File: src/rtl/stopwatch_uart_ctrl.sv
// UART command controller for the stopwatch: decodes command bytes, drives the per-second tick and serialises "HH:MM:SS\r\n".
// Optional macro STOPWATCH_AUTO_REPORT_EN: each tick seen in IDLE also triggers a report.
module stopwatch_uart_ctrl #(
    parameter int TICK_DIV = 12000000
) (
    input  logic       clk,
    input  logic       reset,
    input  logic       rx_valid,
    input  logic [7:0] rx_data,
    input  logic       tx_ready,
    output logic       tx_valid,
    output logic [7:0] tx_data,
    input  logic [5:0] hours,
    input  logic [5:0] minutes,
    input  logic [5:0] seconds,
    output logic       sw_en,
    output logic       sw_start,
    output logic       sw_clear,
    output logic       running,
    output logic       busy
);

    localparam int CW = (TICK_DIV > 1) ? $clog2(TICK_DIV) : 1;
    localparam logic [CW-1:0] LAST = CW'(TICK_DIV - 1);

    typedef enum logic [1:0] {IDLE, EXEC, SEND} state_t;

    state_t        state, state_next;
    logic [7:0]    cmd;
    logic [7:0]    cmd_upper;
    logic [5:0]    snap_h, snap_m, snap_s;
    logic [3:0]    idx;
    logic [CW-1:0] count;
    logic          start_next, clear_next, load_report;

    function automatic logic [7:0] report_byte(input logic [3:0] i, input logic [5:0] h,
                                               input logic [5:0] m, input logic [5:0] s);
        logic [7:0] b;
        case (i)
            4'd0:    b = 8'h30 + 8'(h / 6'd10);
            4'd1:    b = 8'h30 + 8'(h % 6'd10);
            4'd2:    b = 8'h3A;
            4'd3:    b = 8'h30 + 8'(m / 6'd10);
            4'd4:    b = 8'h30 + 8'(m % 6'd10);
            4'd5:    b = 8'h3A;
            4'd6:    b = 8'h30 + 8'(s / 6'd10);
            4'd7:    b = 8'h30 + 8'(s % 6'd10);
            4'd8:    b = 8'h0D;
            default: b = 8'h0A;
        endcase
        return b;
    endfunction

    // Clearing bit 5 folds lower-case letters onto upper case.
    assign cmd_upper = cmd & 8'hDF;

    always_ff @(posedge clk or posedge reset) begin
        if (reset) state <= IDLE;
        else       state <= state_next;
    end

    always_comb begin
        state_next  = state;
        start_next  = 1'b0;
        clear_next  = 1'b0;
        load_report = 1'b0;
        case (state)
            IDLE: begin
                if (rx_valid) begin
                    state_next = EXEC;
                end
`ifdef STOPWATCH_AUTO_REPORT_EN
                else if (sw_en) begin
                    load_report = 1'b1;
                    state_next  = SEND;
                end
`endif
            end
            EXEC: begin
                state_next = IDLE;
                case (cmd_upper)
                    8'h53: start_next = 1'b1;
                    8'h47: start_next = ~running;
                    8'h50: start_next = running;
                    8'h43: clear_next = 1'b1;
                    8'h54: begin
                        load_report = 1'b1;
                        state_next  = SEND;
                    end
                    default: ;
                endcase
            end
            SEND: begin
                if (tx_valid && tx_ready && idx == 4'd9) state_next = IDLE;
            end
            default: state_next = IDLE;
        endcase
    end

    always_ff @(posedge clk or posedge reset) begin
        if (reset) begin
            cmd      <= 8'h00;
            sw_start <= 1'b0;
            sw_clear <= 1'b0;
            busy     <= 1'b0;
        end else begin
            if (state == IDLE && rx_valid) cmd <= rx_data;
            sw_start <= start_next;
            sw_clear <= clear_next;
            busy     <= (state_next != IDLE);
        end
    end

    // running follows the stopwatch's own toggle; a clear overrides both the mode and the prescaler.
    always_ff @(posedge clk or posedge reset) begin
        if (reset) begin
            running <= 1'b0;
            count   <= '0;
            sw_en   <= 1'b0;
        end else begin
            sw_en <= 1'b0;
            if (clear_next) begin
                running <= 1'b0;
                count   <= '0;
            end else begin
                if (sw_start) running <= ~running;
                if (running) begin
                    if (count == LAST) begin
                        count <= '0;
                        sw_en <= 1'b1;
                    end else begin
                        count <= count + CW'(1);
                    end
                end
            end
        end
    end

    // Byte 0 comes straight from the inputs since the snapshot is loaded on the same edge.
    always_ff @(posedge clk or posedge reset) begin
        if (reset) begin
            snap_h   <= '0;
            snap_m   <= '0;
            snap_s   <= '0;
            idx      <= '0;
            tx_valid <= 1'b0;
            tx_data  <= 8'h00;
        end else if (load_report) begin
            snap_h   <= hours;
            snap_m   <= minutes;
            snap_s   <= seconds;
            idx      <= 4'd0;
            tx_valid <= 1'b1;
            tx_data  <= report_byte(4'd0, hours, minutes, seconds);
        end else if (state == SEND) begin
            if (tx_valid && tx_ready) begin
                tx_valid <= 1'b0;
                if (idx != 4'd9) begin
                    idx     <= idx + 4'd1;
                    tx_data <= report_byte(idx + 4'd1, snap_h, snap_m, snap_s);
                end
            end else if (!tx_valid) begin
                tx_valid <= 1'b1;
            end
        end
    end

endmodule

File: config.mk
export PLATFORM = sky130hd
export DESIGN_NAME = stopwatch_uart_ctrl
export DESIGN_NICKNAME = d
export VERILOG_FILES = /design/src/rtl/stopwatch_uart_ctrl.sv
export SDC_FILE = /design/constraint.sdc
export NUM_CORES = 1
export LEC_CHECK = 0
export CAP_MARGIN = 15
export CORE_MARGIN = 3
export CORE_UTILIZATION = 44
export CTS_BUF_LIST = sky130_fd_sc_hd__clkbuf_8 sky130_fd_sc_hd__clkbuf_16
export DETAILED_ROUTE_END_ITERATION = 7
export DONT_BUFFER_PORTS = 1
export PLACE_DENSITY = 0.66
export SYNTH_ARGS = -nofsm -noshare
export SYNTH_HDL_FRONTEND = slang
export SYNTH_SLANG_ARGS = --single-unit
File: constraint.sdc
create_clock -name clk -period 2.5 [get_ports clk]
set_clock_uncertainty 0.1 [all_clocks]
set_input_delay 0.375 -clock clk [delete_from_list [all_inputs] [get_ports clk]]
set_output_delay 0.375 -clock clk [all_outputs]
set_load 0.05 [all_outputs]
**Word-level counts from Yosys, hierarchy flattened**

Cells that the tools add are included.

- Bits of input ports: 30
- Register bits: 70
- Logic and storage cells: 92

- Eq/ne operators: 18
- Div/mod/pow operators: 7
- Add/sub/neg operators: 9
- Reduce and logical (&&, ||, !) cells: 13
- Bitwise operators: 1
- Mux-type cells: 30

Operators with widths:

| operator | count |
|---|---|
| two-way mux 24 bit | 3 |
| one-hot mux 8 bit (8 select lines) | 1 |
| adder 6 x 8 -> 8 bit, first input constant | 7 |
| == test 7 x 6 -> 1 bit, second input constant | 5 |
| divider 6 x 4 -> 8 bit, second input constant | 4 |
| two-way mux 8 bit | 4 |
| adder 24 x 1 -> 24 bit, second input constant | 1 |
| == test 24 bit, second input constant | 1 |
| remainder unit 6 x 4 -> 8 bit, second input constant | 3 |
| == test 4 x 3 -> 1 bit, second input constant | 4 |
| two-way mux 4 bit | 4 |
| two-way mux 1 bit | 13 |
| nonzero test 2 bit | 6 |
| == test 4 x 2 -> 1 bit, second input constant | 2 |
| == test 4 bit, second input constant | 2 |
| two-way mux 2 bit | 3 |
| one-hot mux 2 bit (3 select lines) | 1 |
| adder 4 x 1 -> 4 bit, second input constant | 1 |
| == test 4 x 1 -> 1 bit, second input constant | 1 |
| logical NOT 4 bit | 1 |
| inequality test 4 bit, second input constant | 1 |
| logical AND 1 bit | 3 |
| one-hot mux 1 bit (3 select lines) | 1 |
| AND reduction 3 bit | 1 |
| 5 further kinds | 5 |

**Depth between registers and ports, before layout**

- Depth after elaboration: 8
- Depth in mapped cells: 12

**Worst setup path after synthesis**

OpenSTA, ideal clock, no wires.

- Path kind: register to register
- Start: reg snap_m[4]
- End: reg tx_data[7]
- Library setup time: 82 ps
- Arrival: 2,446 ps
- Path slack: -128 ps
- Period minus slack after synthesis: 2,628 ps
- Stages on the path, launching flop included: 13
- Path through: dfrtp_1 > buf_2 > inv_1 > ha_1 > and3b_1 > o21ai_0 > o311a_1 > ha_1 > inv_1 > a2111oi_0 > nand3_1 > a21bo_1 > a31oi_1

- Longest elaborated chain between the ends: 7

Ends and longest elaborated chain:

| item | line | RTL |
|---|---|---|
| from (decl) | 31 | `logic [5:0] snap_h, snap_m, snap_s;` |
| from (signal assigned) | 150 | `snap_m <= minutes;` |
| remainder unit 6 x 4 -> 8 bit / divider 6 x 4 -> 8 bit (equally long branches) | 44, 43 |  |
| adder 6 x 8 -> 8 bit (on tied branches) | 44, 43 |  |
| one-hot mux 8 bit (8 select lines) (*) | 39 | `case (i)` |
| two-way mux 8 bit (*) | 158 | `if (idx != 4'd9) begin` |
| two-way mux 8 bit (*) | 156 | `if (tx_valid && tx_ready) begin` |
| two-way mux 8 bit (*) | 155 | `end else if (state == SEND) begin` |
| two-way mux 8 bit (*) | 148 | `end else if (load_report) begin` |
| to (signal assigned) | 154 | `tx_data <= report_byte(4'd0, hours, minutes, seconds);` |
| to (signal assigned) | 160 | `tx_data <= report_byte(idx + 4'd1, snap_h, snap_m, snap_s);` |
| to (decl) | 12 | `output logic [7:0] tx_data,` |

Every way passes the cells marked *; elsewhere a longest branch is shown, timed or not. The select of a mux whose other input is x is not followed.
A chain may end at the register's enable or synchronous reset.

**Worst setup path in the final report**

Same ends and word-level chain as after synthesis.

==> flow_metrics.env <==
export IMPL_outcome="complete, no violations"
export IMPL_routabilityCongestion=0.925
export IMPL_power_static_leakage_nw=2.25
export IMPL_n_antenna_cell=0
export IMPL_synth_area_per_cell_um2=8.65
export IMPL_floorplan_die_width_um=111
export IMPL_clockPowerShare_pct=15.4
export IMPL_mapped_nets=602
export IMPL_grt_pass1_vias=3983
export IMPL_post_synthesis_compound_gate_area_fraction_pct=20.4
export IMPL_num_io_pins=44
export IMPL_vias=4202
export IMPL_total_switching_power_mw=2.39
export IMPL_clockBufferDepth=2
export IMPL_area_growth_syn_to_layout_pct=11.7
export IMPL_clk_latency_ps=350
export IMPL_cts_clk_slew_worst_paths_ps=80
export IMPL_antenna_left=0
export IMPL_cts_root_buf="sky130_fd_sc_hd__clkbuf_8"
export IMPL_powerDensity_nw_per_um2=987
export IMPL_timing_critical_path_required_ps=2670
export IMPL_cell_area_after_synthesis_um2=4810
export IMPL_post_route_period_util_pct=94.7
export IMPL_finalCriticalPeriod_ps=2370
export IMPL_drive_gt1_share_pct=15.5
export IMPL_total_of_flip_flops_plus_latches_after_synthesis=69
export IMPL_timing_slew_headroom_pct=55.4
export IMPL_grt_pass1_wl_um=19200
export IMPL_ys_async_sr_fraction_pct=100
export IMPL_vdd_ir_drop_worst_mv=0.544
export IMPL_antenna_violations_before_repair=0
export IMPL_hpwl_um=8320
export IMPL_most_common_layout_cells="sky130_fd_sc_hd__nand2_1, sky130_fd_sc_hd__dfrtp_1, sky130_fd_sc_hd__nor2_1"
export IMPL_fin_util_pct=51.3
export IMPL_port_buffers=0
export IMPL_maxCapViolations=0
export IMPL_hold_ws_ps=31.0
export IMPL_layout_cells_most_common="sky130_fd_sc_hd__nand2_1"
export IMPL_cp_start_kind="flop"
export IMPL_fmax_mhz=422
export IMPL_cts_inserted_buffers=9
export IMPL_grt_max_degree=41
export IMPL_setup_violations=0
export IMPL_finalNetCount=617
export IMPL_path_max_fanout=5
export IMPL_row_count=37
export IMPL_seq_power_share_pct=34.6
export IMPL_synthMuxAreaShare_pct=2.73
export IMPL_routed_wire_length_per_instance_um=16.2
export IMPL_yosys_warnings=0
export IMPL_die_area_um2=12200
export IMPL_die_height_um=111
export IMPL_synth_simple_gate_area_share_pct=25.8
export IMPL_rsz0062_at_grt="false"
export IMPL_cp_end_kind="flop"
export IMPL_cts_tree="built"
export IMPL_adder_cell_fraction_of_synth_area_pct=4.16
export IMPL_drt_first_iter_violations=211
export IMPL_hold_violations=0
export IMPL_cellInternalPower_mw=2.92
export IMPL_h_tree_depth=3
export IMPL_criticalPathCategory="reg2reg"
export IMPL_synth_sequential_area_ratio_pct=35.9
export IMPL_synthFlopType="sky130_fd_sc_hd__dfrtp_1"
export IMPL_worst_hold_path_type="in2reg"
export IMPL_synth_xor_xnor_area_share_pct=5.98
export IMPL_netlist_cell_type_count=81
export IMPL_main_combinational_cell_family_by_area_after_synthesis="simple AND/OR/NAND/NOR gates"
export IMPL_global_route_overflow_total=0
export IMPL_start_util_pct=46.0
export IMPL_remaining_drc_errors=0
export IMPL_grt_use_total_pct=18.7
export IMPL_p_comb_share_pct=50.0
export IMPL_drtPass1Iterations=5
export IMPL_maxSlewViolCount=0
export IMPL_synthCells=556
export IMPL_fp_coreArea_um2=10500
export IMPL_tritoncts_num_sinks=69
export IMPL_synth_edff_count=0
export IMPL_worstPathArrival_ps=2540
export IMPL_switching_share_pct=45.0
export IMPL_detail_route_vias_per_cell=5.90
export IMPL_wirelength_um=11500
export IMPL_timing_worst_slew_pin_value_ps=668
-- repair_timing --
action | in CTS | in global routing
pin swaps | 0 | 9
hold endpoints to repair | 29 | 0
setup endpoints to repair | 1 | 4
setup buffers | 0 | 3
resized for setup | 1 | 15
hold buffers | 1 | 0
-- registers in the layout, indices dropped and copies added, names as in the netlist, 2 cells and up --
name,cells
state,2
snap_h,6
snap_m,6
count,24
cmd,7
tx_data,8
snap_s,6
idx,4
-- worst max-delay path: stages, from the launching register on --
cell,delay (ps)
sky130_fd_sc_hd__dfrtp_1,350
sky130_fd_sc_hd__inv_1,80
sky130_fd_sc_hd__ha_4,290
sky130_fd_sc_hd__and3b_1,180
sky130_fd_sc_hd__o21ai_1,170
sky130_fd_sc_hd__o311a_4,250
sky130_fd_sc_hd__ha_4,150
sky130_fd_sc_hd__inv_1,50
sky130_fd_sc_hd__a2111oi_2,210
sky130_fd_sc_hd__nand3_1,110
sky130_fd_sc_hd__a21bo_1,200
sky130_fd_sc_hd__a31oi_1,150
-- synth_stat cells, types with 4 or more instances --
| cell type | count | area, µm² |
|---|---|---|
| sky130_fd_sc_hd__o21a_1 | 4 | 30.0 |
| sky130_fd_sc_hd__o22ai_1 | 6 | 37.5 |
| sky130_fd_sc_hd__nor3b_1 | 7 | 52.6 |
| sky130_fd_sc_hd__a22oi_1 | 5 | 37.5 |
| sky130_fd_sc_hd__and2_1 | 4 | 25.0 |
| sky130_fd_sc_hd__ha_1 | 16 | 200 |
| sky130_fd_sc_hd__a21oi_1 | 21 | 105 |
| sky130_fd_sc_hd__nand4_1 | 8 | 50.1 |
| sky130_fd_sc_hd__nor4_1 | 6 | 37.5 |
| sky130_fd_sc_hd__clkbuf_1 | 13 | 48.8 |
| sky130_fd_sc_hd__xor2_1 | 11 | 96.3 |
| sky130_fd_sc_hd__nand3_1 | 15 | 75.1 |
| sky130_fd_sc_hd__nor2_1 | 50 | 188 |
| sky130_fd_sc_hd__nand2b_1 | 8 | 50.1 |
| sky130_fd_sc_hd__mux2_2 | 9 | 101 |
| sky130_fd_sc_hd__nor3_1 | 17 | 85.1 |
| sky130_fd_sc_hd__a211oi_1 | 5 | 37.5 |
| sky130_fd_sc_hd__nand3b_1 | 6 | 45.0 |
| sky130_fd_sc_hd__o211ai_1 | 8 | 60.1 |
| sky130_fd_sc_hd__inv_1 | 21 | 78.8 |
| sky130_fd_sc_hd__a31oi_1 | 7 | 43.8 |
| sky130_fd_sc_hd__xnor2_1 | 20 | 175 |
| sky130_fd_sc_hd__o21ai_0 | 34 | 170 |
| sky130_fd_sc_hd__dfrtp_1 | 69 | 1730 |
| sky130_fd_sc_hd__nand2_1 | 70 | 263 |
| sky130_fd_sc_hd__buf_4 | 4 | 30.0 |
| sky130_fd_sc_hd__buf_2 | 13 | 65.1 |
| sky130_fd_sc_hd__nor2b_1 | 13 | 81.3 |
-- cell families (layout without fill, tap and decap cells) --
kind of cell,count (synthesis),after routing
compound gates,140,140
mux,12,12
buf+inv,54,74
flops,69,69
fa+ha+maj,16,16
xor+xnor,32,32
simple gates,233,233
-- area by class of cell --
| class | instances | area, µm² |
|---|---|---|
| clock buffer | 10 | 138 |
| timing repair buffer | 36 | 285 |
| tap | 136 | 170 |
| fill | 1013 | 5090 |
| inverter | 22 | 82.6 |
| sequential | 69 | 1730 |
| clock inverter | 6 | 32.5 |
| multi-input combinational | 433 | 2940 |
-- through the flow --
| step | setup TNS, ps | cell area, µm² | setup WS, ps | power [mW] | instances |
|---|---|---|---|---|---|
| 2_1_floorplan | 0 | 4830 | 0.949 | 3.67 | 556 |
| 3_3_place_gp | 0 | 5100 | 54.3 | 4.23 | 692 |
| 3_5_place_dp | -10.6 | 5100 | -10.6 | 4.31 | 692 |
| 4_1_cts | 0 | 5290 | 23.4 | 5.16 | 709 |
| 5_1_grt | 0 | 5370 | 1.89 | 5.67 | 712 |
| 6_report | 0 | 5370 | 132 | 5.30 | 712 |
-- power groups by stage --
stage | combinational, mW | clock [mW] | sequential (mW)
finish | 2.65 | 0.816 | 1.83
global route | 2.90 | 0.886 | 1.88
global placement | 2.39 | 0 | 1.84
floorplan | 1.90 | 0 | 1.77
CTS | 2.49 | 0.841 | 1.83
detailed placement | 2.46 | 0 | 1.85
-- metal layers --
layer	GRT usage [%]	vias up	share of wire [%]
li1	-	2046	-
met1	25.1	2023	46
met2	29.9	115	47
met3	4.33	18	4.9
met4	6.08	0	1.9
met5	0	-	0
-- worst paths after layout --
kind                                  startpoint                endpoint  slack, ps  cells past startpoint
hold reg to reg            snap_s[0]$_DFFE_PP0P_   snap_s[0]$_DFFE_PP0P_        390                      2
setup reg to reg           snap_m[4]$_DFFE_PP0P_  tx_data[7]$_DFFE_PP0P_        130                     11
setup / recovery           snap_m[4]$_DFFE_PP0P_  tx_data[7]$_DFFE_PP0P_        130                     11
hold / removal                        seconds[3]   snap_s[3]$_DFFE_PP0P_         30                      2
max in group asynchronous                  reset   snap_h[2]$_DFFE_PP0P_       1170                      3
min in group asynchronous                  reset   count[23]$_DFFE_PP0N_        480                      2
Note: power is estimated with default switching activity, not from simulation.
